--- src/rtl/inst_mem_pkg.sv ---
// Shared definitions for the instruction-memory blocks: the program-loader
// state encoding used by the write-port arbiter in front of inst_control.
package inst_mem_pkg;

   // Loader state: IDLE owns the port for the host, LOAD owns it for the
   // stream, DONE is a single announcement cycle before returning to IDLE.
   typedef enum logic [1:0] {
      IDLE = 2'd0,
      LOAD = 2'd1,
      DONE = 2'd2
   } ld_state_e;

endpackage : inst_mem_pkg

--- src/rtl/inst_mem_load_arbiter.sv ---
// Instruction-memory write-port arbiter. Host CSR writes get the port while
// the loader is idle; a streaming load (valid/ready) owns it while running.
// The write port is fully registered. When a load completes, the block can
// optionally pulse the core start.
module inst_mem_load_arbiter
   import inst_mem_pkg::*;
#(
   parameter  int RegAddrWidth     = 32,
   parameter  int InstMemDepth     = 128,
   localparam int InstMemAddrWidth = $clog2(InstMemDepth)
) (
   input  logic                    clk_i,
   input  logic                    rst_i,
   input  logic                    clr_i,

   input  logic                    host_wr_en_i,
   input  logic [RegAddrWidth-1:0] host_wr_addr_i,
   input  logic [RegAddrWidth-1:0] host_wr_data_i,
   output logic                    host_wr_ready_o,

   input  logic                    ld_start_i,
   input  logic [RegAddrWidth-1:0] ld_base_addr_i,
   input  logic [RegAddrWidth-1:0] ld_len_i,
   input  logic                    ld_auto_run_i,
   input  logic                    core_busy_i,

   input  logic                    s_valid_i,
   input  logic [RegAddrWidth-1:0] s_data_i,
   output logic                    s_ready_o,

   output logic                    inst_wr_en_o,
   output logic [RegAddrWidth-1:0] inst_wr_addr_o,
   output logic [RegAddrWidth-1:0] inst_wr_data_o,

   output logic                    core_start_o,
   output logic                    ld_busy_o,
   output logic                    ld_done_o,
   output logic                    ld_err_o
);

   // Keeps only the word-index bits of an address, i.e. the zero-extended
   // memory index. Masking instead of slicing keeps every input bit in use.
   localparam logic [RegAddrWidth-1:0] AddrMask =
      RegAddrWidth'((1 << InstMemAddrWidth) - 1);

   // Depth widened by one bit so base+len can be compared without wrapping.
   localparam logic [RegAddrWidth:0] DepthExt = (RegAddrWidth + 1)'(InstMemDepth);

   ld_state_e               r_state;
   logic [RegAddrWidth-1:0] r_base;
   logic [RegAddrWidth-1:0] r_len;
   logic [RegAddrWidth-1:0] r_count;
   logic                    r_autoRun;

   logic                    r_wrEn;
   logic [RegAddrWidth-1:0] r_wrAddr;
   logic [RegAddrWidth-1:0] r_wrData;
   logic                    r_coreStart;
   logic                    r_busy;
   logic                    r_done;
   logic                    r_err;

   logic [RegAddrWidth:0]   w_loadEnd;
   logic                    w_outOfRange;
   logic                    w_lenZero;
   logic                    w_lastBeat;
   logic                    w_beatTaken;
   logic [RegAddrWidth-1:0] w_beatAddr;
   logic [RegAddrWidth-1:0] w_hostAddr;

   // Load range check, computed one bit wider so that a huge base or length
   // can never wrap around and pass.
   assign w_loadEnd    = {1'b0, ld_base_addr_i} + {1'b0, ld_len_i};
   assign w_outOfRange = (w_loadEnd > DepthExt);
   assign w_lenZero    = (ld_len_i == '0);

   // Stream bookkeeping. A beat counts only when the stream is actually
   // ready, which also excludes the clear cycle.
   assign w_lastBeat  = (r_count == (r_len - RegAddrWidth'(1)));
   assign w_beatTaken = s_valid_i && s_ready_o;
   assign w_beatAddr  = (r_base + r_count) & AddrMask;
   assign w_hostAddr  = host_wr_addr_i & AddrMask;

   // Ready signals follow the state only, so neither side can see a
   // combinational path from its own request to its ready. A clear takes
   // stream ready down in the same cycle, so no beat slips in while aborting.
   assign host_wr_ready_o = (r_state == IDLE);
   assign s_ready_o       = (r_state == LOAD) && !clr_i;

   assign inst_wr_en_o   = r_wrEn;
   assign inst_wr_addr_o = r_wrAddr;
   assign inst_wr_data_o = r_wrData;
   assign core_start_o   = r_coreStart;
   assign ld_busy_o      = r_busy;
   assign ld_done_o      = r_done;
   assign ld_err_o       = r_err;

   // Loader FSM with its counters and the registered write port / status
   // outputs, all updated together so each pulse lines up with its state.
   always_ff @(posedge clk_i or posedge rst_i) begin
      if (rst_i) begin
         r_state     <= IDLE;
         r_base      <= '0;
         r_len       <= '0;
         r_count     <= '0;
         r_autoRun   <= 1'b0;
         r_wrEn      <= 1'b0;
         r_wrAddr    <= '0;
         r_wrData    <= '0;
         r_coreStart <= 1'b0;
         r_busy      <= 1'b0;
         r_done      <= 1'b0;
         r_err       <= 1'b0;
      end else if (clr_i) begin
         r_state     <= IDLE;
         r_base      <= '0;
         r_len       <= '0;
         r_count     <= '0;
         r_autoRun   <= 1'b0;
         r_wrEn      <= 1'b0;
         r_wrAddr    <= '0;
         r_wrData    <= '0;
         r_coreStart <= 1'b0;
         r_busy      <= 1'b0;
         r_done      <= 1'b0;
         r_err       <= 1'b0;
      end else begin
         r_wrEn      <= 1'b0;
         r_coreStart <= 1'b0;
         r_done      <= 1'b0;

         case (r_state)
            IDLE: begin
               if (host_wr_en_i) begin
                  r_wrEn   <= 1'b1;
                  r_wrAddr <= w_hostAddr;
                  r_wrData <= host_wr_data_i;
               end
               if (ld_start_i) begin
                  if (core_busy_i || w_outOfRange) begin
                     r_err <= 1'b1;
                  end else begin
                     r_base    <= ld_base_addr_i;
                     r_len     <= ld_len_i;
                     r_autoRun <= ld_auto_run_i;
                     r_count   <= '0;
                     r_err     <= 1'b0;
                     if (w_lenZero) begin
                        r_state     <= DONE;
                        r_done      <= 1'b1;
                        r_coreStart <= ld_auto_run_i;
                     end else begin
                        r_state <= LOAD;
                        r_busy  <= 1'b1;
                     end
                  end
               end
            end

            LOAD: begin
               if (w_beatTaken) begin
                  r_wrEn   <= 1'b1;
                  r_wrAddr <= w_beatAddr;
                  r_wrData <= s_data_i;
                  r_count  <= r_count + RegAddrWidth'(1);
                  if (w_lastBeat) begin
                     r_state     <= DONE;
                     r_busy      <= 1'b0;
                     r_done      <= 1'b1;
                     r_coreStart <= r_autoRun;
                  end
               end
            end

            DONE: begin
               r_state <= IDLE;
            end

            default: begin
               r_state <= IDLE;
               r_busy  <= 1'b0;
            end
         endcase
      end
   end

endmodule : inst_mem_load_arbiter

--- config.mk ---
export PLATFORM = sky130hd
export DESIGN_NAME = inst_mem_load_arbiter
export DESIGN_NICKNAME = d
export VERILOG_FILES = /design/src/rtl/inst_mem_pkg.sv /design/src/rtl/inst_mem_load_arbiter.sv
export SDC_FILE = /design/constraint.sdc
export NUM_CORES = 1
export LEC_CHECK = 0
export ABC_AREA = 1
export BUFFER_PORTS_ARGS = -buffer_cell sky130_fd_sc_hd__buf_2
export CAP_MARGIN = 10
export CORE_MARGIN = 3
export CORE_UTILIZATION = 56
export DETAILED_ROUTE_END_ITERATION = 7
export PLACE_DENSITY = 0.8
export SLEW_MARGIN = 5
export SYNTH_ARGS = -nofsm -noshare
export SYNTH_HDL_FRONTEND = slang
export SYNTH_SLANG_ARGS = --single-unit
--- constraint.sdc ---
create_clock -name clk_i -period 3.8 [get_ports clk_i]
set_input_delay 0 -clock clk_i [delete_from_list [all_inputs] [get_ports clk_i]]
set_output_delay 0 -clock clk_i [all_outputs]
set_load 0.01 [all_outputs]
==> results.sh, run 1 <==
export IMPL_vias=11727
export IMPL_dr_pass1_iters=5
export IMPL_htree_levels=4
export IMPL_dpl_hpwl_um=24100
export IMPL_antenna_found_initial=1
export IMPL_p_comb_share_pct=37.0
export IMPL_finClkSkew_ns=0.0121
export IMPL_ys_flop_type="dfrtp_1"
export IMPL_cp_max_fo=25
export IMPL_initial_core_util_pct=57.2
export IMPL_rsz0062_at_grt="false"
export IMPL_p_per_area_mw_per_mm2=380
export IMPL_cts_resized=0
export IMPL_cts_tree="done"
export IMPL_post_synth_num_cell_types=48
export IMPL_final_max_slew_viol_count=0
export IMPL_finalNonFillerCells=2136
export IMPL_clk_latency_ns=0.43
export IMPL_die_y_um=142
export IMPL_end_kind="flip-flop"
export IMPL_status="complete, no violations"
export IMPL_cts_buffers=17
export IMPL_netlist_instances=1603
export IMPL_crit_type="primary input to flip-flop"
export IMPL_drt_wl_total_um=35100
export IMPL_grt_max_degree=83
export IMPL_p_sw_mw=1.91
export IMPL_die_area_mm2=0.0202
export IMPL_clkTransAtPathRegs_ns=0.06
export IMPL_drc=0
export IMPL_pwr_share_seq_pct=31.4
export IMPL_viasPerCell=5.49
export IMPL_start_kind="primary input"
export IMPL_fin_util_pct=72.4
export IMPL_finalSetupViolCount=0
export IMPL_yosysSeqAreaShare_pct=28.5
export IMPL_core_mm2=0.0181
export IMPL_drt_iter0_markers=897
export IMPL_yosys_warnings=0
export IMPL_die_x_um=142
export IMPL_syn_avg_cell_area_um2=6.46
export IMPL_swShare_pct=38.4
export IMPL_place_area_mm2=0.0113
export IMPL_gp_congestion=0.996
export IMPL_clockBufferDepth=2
export IMPL_period_share_pct=94.5
export IMPL_drv_cap=0
export IMPL_finalWorstSetupSlack_ns=0.210
export IMPL_grt_pass1_vias=11304
export IMPL_r2r_setup_slack_ns=0.84
export IMPL_final_area_mm2=0.0131
export IMPL_ys_ff_latch=118
export IMPL_area_delta_synth_final_pct=26.4
export IMPL_multi_input_area_mm2=0.00640
export IMPL_grt_pass1_wl_um=56200
export IMPL_relSlewSlack_pct=35.2
export IMPL_io_pins=239
export IMPL_min_path_type="primary input to asynchronous set/reset pin"
export IMPL_hold_viol=0
export IMPL_worst_pin_slew_ns=0.971
export IMPL_async_flop_share_pct=100
export IMPL_internal_power_mw=3.06
export IMPL_grt_usage_pct=34.8
export IMPL_p_clk_share_pct=31.6
export IMPL_drtAntennaViolNets=0
export IMPL_nNetsFinal=2103
export IMPL_netlist_area_mm2=0.0104
export IMPL_detailedPlace_worstSlack_ns=0.553
export IMPL_layout_min_cycle_time_ns=3.59
export IMPL_dp_cells=1986
export IMPL_cp_data_required_time_ns=4.10
export IMPL_peakVddDrop_mv=0.259
export IMPL_cts_sinks=118
export IMPL_wl_per_cell_um=16.4
export IMPL_cts_root_buf="clkbuf_16"
export IMPL_drive_gt1_share_pct=13.6
export IMPL_leakage_nw=7.07
export IMPL_max_freq_mhz=279
export IMPL_io_buffers=188
export IMPL_synth_edf_count=0
export IMPL_fp_row_count=49
export IMPL_worstPathArrival_ns=3.89
export IMPL_nFillCells=1484
export IMPL_overflow=0
export IMPL_fin_tns_setup_ns=0
export IMPL_regArea_mm2=0.00295
==> worst max-delay path, stage by stage <==
cell and delay (ns):
dlygate4sd3_1 0.54, buf_2 0.14, ha_1 0.25, fa_1 0.42
nand2_1 0.10, nand2_1 0.08, nand3b_1 0.11, nand2_1 0.11
nand2_1 0.10, nand2_1 0.13, nand2_1 0.12, nand2_1 0.06
nand2_1 0.05, nand3_1 0.06, nor2_1 0.15, nand2_1 0.11
nor2_1 0.15, nand4_2 0.21, nor2_4 0.22, buf_12 0.18
nor3_1 0.05, dlygate4sd3_1 0.56
==> cells by family (layout without fill, tap and decap cells) <==
family                   Yosys count  in the layout  share of synthesized area [%]
AND/OR/NAND/NOR                  966            966                           40.0
buffers and inverters            248            527                           10.7
AO/OA/AOI/OAI                    133            133                           6.98
flip-flops                       118            118                           28.5
XOR/XNOR                          62             62                           5.38
adder cells (fa/ha/maj)           42             42                           5.22
multiplexers                      33             33                           3.19
other                              1             26                         0.0362
==> what timing repair did <==
action,4_1_cts,5_1_grt
hold buffers,116,0
endpoints found under the setup margin,0,1
setup buffers,0,1
endpoints found under the hold margin,117,0
==> sequential cells by signal (all words and copies together) (netlist names) <==
signal          flops
ld_busy_o           1
r_autoRun           1
inst_wr_addr_o      7
inst_wr_en_o        1
core_start_o        1
r_len              32
r_base              7
ld_done_o           1
r_count            32
ld_err_o            1
r_state             2
inst_wr_data_o     32
==> synthesized netlist by cell type (all sizes together) (31+ instances only) <==
| cell | n | area, µm² |
|---|---|---|
| a21oi | 48 | 252 |
| buf | 46 | 340 |
| dfrtp | 118 | 2950 |
| ha | 40 | 500 |
| inv | 179 | 672 |
| mux2i | 33 | 330 |
| nand2 | 478 | 1820 |
| nand3 | 195 | 976 |
| nor2 | 203 | 792 |
| nor3 | 31 | 165 |
| o21ai | 65 | 325 |
| xor2 | 45 | 394 |
==> final timing paths <==
path	endpoint	from	depth (start not counted)
max	ld_err_o	ld_base_addr_i[0]	22
min	r_count[5]	rst_i	3
max reg2reg	core_start_o	r_len[0]	16
min reg2reg	inst_wr_data_o[23]	inst_wr_data_o[23]	2
max in group asynchronous	r_len[21]	rst_i	4
min in group clk_i	r_len[8]	ld_base_addr_i[31]	7
==> final cells by class <==
| class | count | area share [%] |
|---|---|---|
| multi-input cells | 1261 | 48.9 |
| clock inverters | 14 | 1.09 |
| repair buffers | 316 | 16.8 |
| well taps | 229 | 2.19 |
| inverters | 179 | 5.15 |
| flip-flops and latches | 118 | 22.6 |
| clock buffers | 18 | 3.28 |
| diodes | 1 | 0.0191 |
==> metal layers <==
metal	up-vias	share of wire [%]	track usage (%)
li1	5731	-	-
met1	5375	39	42.4
met2	482	49	59.7
met3	139	6.2	4.44
met4	0	5.4	19.4
met5	-	0	0
==> power groups by stage <==
stage / clock network, mW / logic (mW) / registers (mW)
after global routing: 1.63 / 2.00 / 1.58
after global placement: 0 / 1.52 / 1.54
after floorplan: 0 / 0.980 / 1.62
after detailed placement: 0 / 1.54 / 1.55
final: 1.57 / 1.84 / 1.56
after CTS: 1.56 / 1.76 / 1.53
==> stage by stage <==
step,power (mW),hold WS (ns)
3_5_place_dp,3.09,0.0581
4_1_cts,4.85,0.162
3_3_place_gp,3.06,0.0559
2_1_floorplan,2.60,0.0723
6_report,4.97,0.156
5_1_grt,5.20,0.206
==> cells in the final DEF (no fill, tap or decap), types with 5 or more instances in the layout <==
cell,Yosys,final
dfrtp_1,118,118
nor4_1,12,12
mux2i_1,33,33
nor3_1,29,29
inv_1,178,176
o21ai_0,64,64
xor2_1,45,45
nor2_2,9,9
buf_2,5,188
dlygate4sd3_1,0,116
o21bai_1,8,8
clkbuf_16,0,17
a21oi_1,45,45
nand4_1,23,23
nand3_1,195,195
inv_6,0,5
xnor2_1,16,16
nor2_1,193,192
nand2_1,473,473
conb_1,1,25
ha_1,40,40
nand3b_1,10,10
buf_4,33,11
(Power assumes the default switching activity.)
==> run 2: changes to the inputs <==
Settings changed: ABC_AREA 1 to not set, CORE_UTILIZATION 56 to 49, PLACE_DENSITY 0.8 to 0.76.
Clock period 3.8 ns to 3.2 ns, I/O delays scaled along.
==> run 2 against run 1 <==
  * The run now ends with negative hold slack, negative setup slack left
  * Critical endpoint is now ld_busy_o
  * Register-to-register slack lost 1.3 ns
  * Largest power group is now clock
  * Combinational power decreased by 34%
  * Design area rose by 9.4%
  * Highest routed layer is now met5
  * Synthesized area down 11%
==> results.sh, run 2 <==
export IMPL_synth_commonest_cells="dfrtp_1 (118), nand2_1 (112), nor2_1 (95)"
export IMPL_yosys_warnings=0
export IMPL_holdPathStages=3
export IMPL_overflow=0
export IMPL_yosys_top_cells_area="dfrtp_1 (32%), mux2i_1 (8.7%), ha_1 (5.4%)"
export IMPL_hold_start="host_wr_data_i[20]"
export IMPL_relSlewSlack_pct=36.3
export IMPL_netlist_area_mm2=0.00924
export IMPL_crit_type="flip-flop to flip-flop"
export IMPL_drtAntennaViolNets=0
export IMPL_p_per_area_mw_per_mm2=337
export IMPL_period_share_pct=115
export IMPL_core_mm2=0.0183
export IMPL_dp_cells=1642
export IMPL_initial_core_util_pct=50.6
export IMPL_cts_root_buf="clkbuf_16"
export IMPL_worst_pin_slew_ns=0.948
export IMPL_synthDominantCellAreaShare_pct=32.0
export IMPL_drv_cap=0
export IMPL_fin_util_pct=78.4
export IMPL_nFillCells=1075
export IMPL_wl_per_cell_um=22.6
export IMPL_io_buffers=188
export IMPL_post_synth_num_cell_types=70
export IMPL_netlist_instances=1100
export IMPL_synth_edf_count=0
export IMPL_antenna_found_initial=1
export IMPL_die_area_mm2=0.0205
export IMPL_hold_viol=3
export IMPL_final_max_slew_viol_count=0
export IMPL_cp_max_fo=4
export IMPL_grt_pass1_vias=10910
export IMPL_grt_max_degree=84
export IMPL_ys_ff_latch=118
export IMPL_grt_usage_pct=36.6
export IMPL_r2r_setup_slack_ns=-0.47
export IMPL_clkTransAtPathRegs_ns=0.08
export IMPL_hold_end="inst_wr_data_o[20]"
export IMPL_final_common_cell="buf_4"
export IMPL_rsz0062_at_grt="true"
export IMPL_regArea_mm2=0.00295
export IMPL_timing_rr_end="ld_busy_o"
export IMPL_grt_pass1_wl_um=58900
export IMPL_area_delta_synth_final_pct=55.0
export IMPL_yosysSeqAreaShare_pct=32.0
export IMPL_cp_slowest_cell="or4b_4"
export IMPL_start_kind="flip-flop"
export IMPL_clockBufferDepth=2
export IMPL_viasPerCell=6.35
export IMPL_hold_ws_ns=-0.0135
export IMPL_dpl_hpwl_um=22900
export IMPL_gp_congestion=1.03
export IMPL_vias=11455
export IMPL_end_kind="flip-flop"
export IMPL_peakVddDrop_mv=0.434
export IMPL_cts_tree="done"
export IMPL_drt_wl_total_um=40800
export IMPL_yosysTopAreaCell="dfrtp_1"
export IMPL_drc=0
export IMPL_status="finished, violations left"
export IMPL_htree_levels=4
export IMPL_fp_row_count=49
export IMPL_io_pins=239
export IMPL_reg2reg_from="r_len[0]"
export IMPL_die_y_um=143
export IMPL_clk_latency_ns=0.45
export IMPL_final_cell_mix="buf_4 (190), buf_2 (186), dfrtp_1 (118), nand2_1 (109), dlygate4sd3_1 (103)"
export IMPL_finalSetupViolCount=50
export IMPL_worstPathCellList="inv_2, ha_4, or4b_4, buf_4, nor4_2, xnor2_1, nand3_1, or4b_4, nor4_4, buf_4, nand4_1, nor4_4, buf_4, o21ai_1, nand2_1, a21oi_1"
export IMPL_syn_avg_cell_area_um2=8.40
export IMPL_synth_most_common_cell="dfrtp_1"
export IMPL_crit_path_frequent_cell="buf_4"
export IMPL_max_stage_delay_ns=0.52
export IMPL_antenna_cells=0
export IMPL_multi_input_area_mm2=0.00655
export IMPL_cp_data_required_time_ns=3.47
export IMPL_worstPathArrival_ns=3.94
export IMPL_finalWorstSetupSlack_ns=-0.472
export IMPL_cp_depth=16
export IMPL_nNetsFinal=1773
export IMPL_finClkSkew_ns=0.0243
export IMPL_violations="negative hold slack, negative setup slack"
export IMPL_die_x_um=143
export IMPL_cts_sinks=118
export IMPL_drive_gt1_share_pct=34.3
export IMPL_cts_buffers=17
export IMPL_path_buf_inv=4
export IMPL_ys_flop_type="dfrtp_1"
export IMPL_max_freq_mhz=272
export IMPL_finalNonFillerCells=1805
export IMPL_min_path_type="primary input to flip-flop"
export IMPL_async_flop_share_pct=100
export IMPL_critPathTopFamily="simple AND/OR/NAND/NOR gates"
export IMPL_ff2ff_path_depth=16
export IMPL_dr_pass1_iters=8
export IMPL_leakage_nw=6.64
export IMPL_drt_iter0_markers=1285
export IMPL_layout_min_cycle_time_ns=3.67
[run 2: stage by stage]
step | setup slack (ns) | instance area [µm²] | TNS (ns) | power, mW
finish | -0.472 | 14300 | -4.17 | 4.83
global route | -0.510 | 14300 | -10.41 | 4.95
CTS | -0.376 | 13800 | -2.28 | 4.65
detailed placement | -0.851 | 11800 | -57.68 | 2.55
global placement | -0.762 | 11800 | -51.17 | 2.54
floorplan | -0.0845 | 9600 | -1.18 | 2.11
[run 2: cell families (layout without fill, tap and decap cells)]
| kind of cell | count (synthesis) | in the layout | share of synthesized area (%) |
|---|---|---|---|
| AOI/OAI and AO/OA | 296 | 296 | 20.8 |
| adders and majority gates | 42 | 42 | 5.85 |
| other | 1 | 25 | 0.0406 |
| xor gates and xnor gates | 59 | 59 | 5.59 |
| and+or+nand+nor | 390 | 391 | 20.9 |
| DFF | 118 | 118 | 32.0 |
| buffers and inverters | 110 | 561 | 5.66 |
| muxes | 84 | 84 | 9.16 |
[run 2: worst min-delay path, stage by stage]
cell and delay, ns:
buf_2 0.10, mux2i_1 0.16, o31ai_1 0.12
[run 2: repair_timing]
item / in CTS / in global routing
hold buffers: 103 / 0
endpoints found under the setup margin: 78 / 78
hold endpoints to repair: 144 / 0
buffers inserted: 11 / 10
resized for setup: 32 / 81
pin swaps: 23 / 38
cloned: 4 / 4
[run 2: worst max path at each step]
stage,startpoint,end
after floorplan,ld_len_i[12],r_count[25]
after global placement,ld_base_addr_i[0],r_count[30]
after detailed placement,ld_base_addr_i[0],r_count[30]
after CTS,r_len[1],core_start_o
after global routing,r_len[1],ld_busy_o
final,r_len[0],ld_busy_o
[run 2: area by class of cell]
type	count	share of cell area (%)
clock buffer	17	2.97
tap	229	2.00
multi-input combinational	897	45.8
timing repair buffer	503	26.7
sequential	118	20.6
inverter	26	0.699
clock inverter	15	1.24
[run 2: layer usage]
| layer | track usage [%] | wire, µm |
|---|---|---|
| met1 | 46.1 | 15100 |
| met2 | 58.9 | 19100 |
| met3 | 8.32 | 3940 |
| met4 | 18.8 | 2670 |
| met5 | 0 | 13 |
[run 2: where the power goes]
part           internal (mW)  total, mW  switching (mW)
Combinational          0.562       1.21           0.651
Clock                   1.18       2.06           0.878
Sequential              1.53       1.56          0.0297
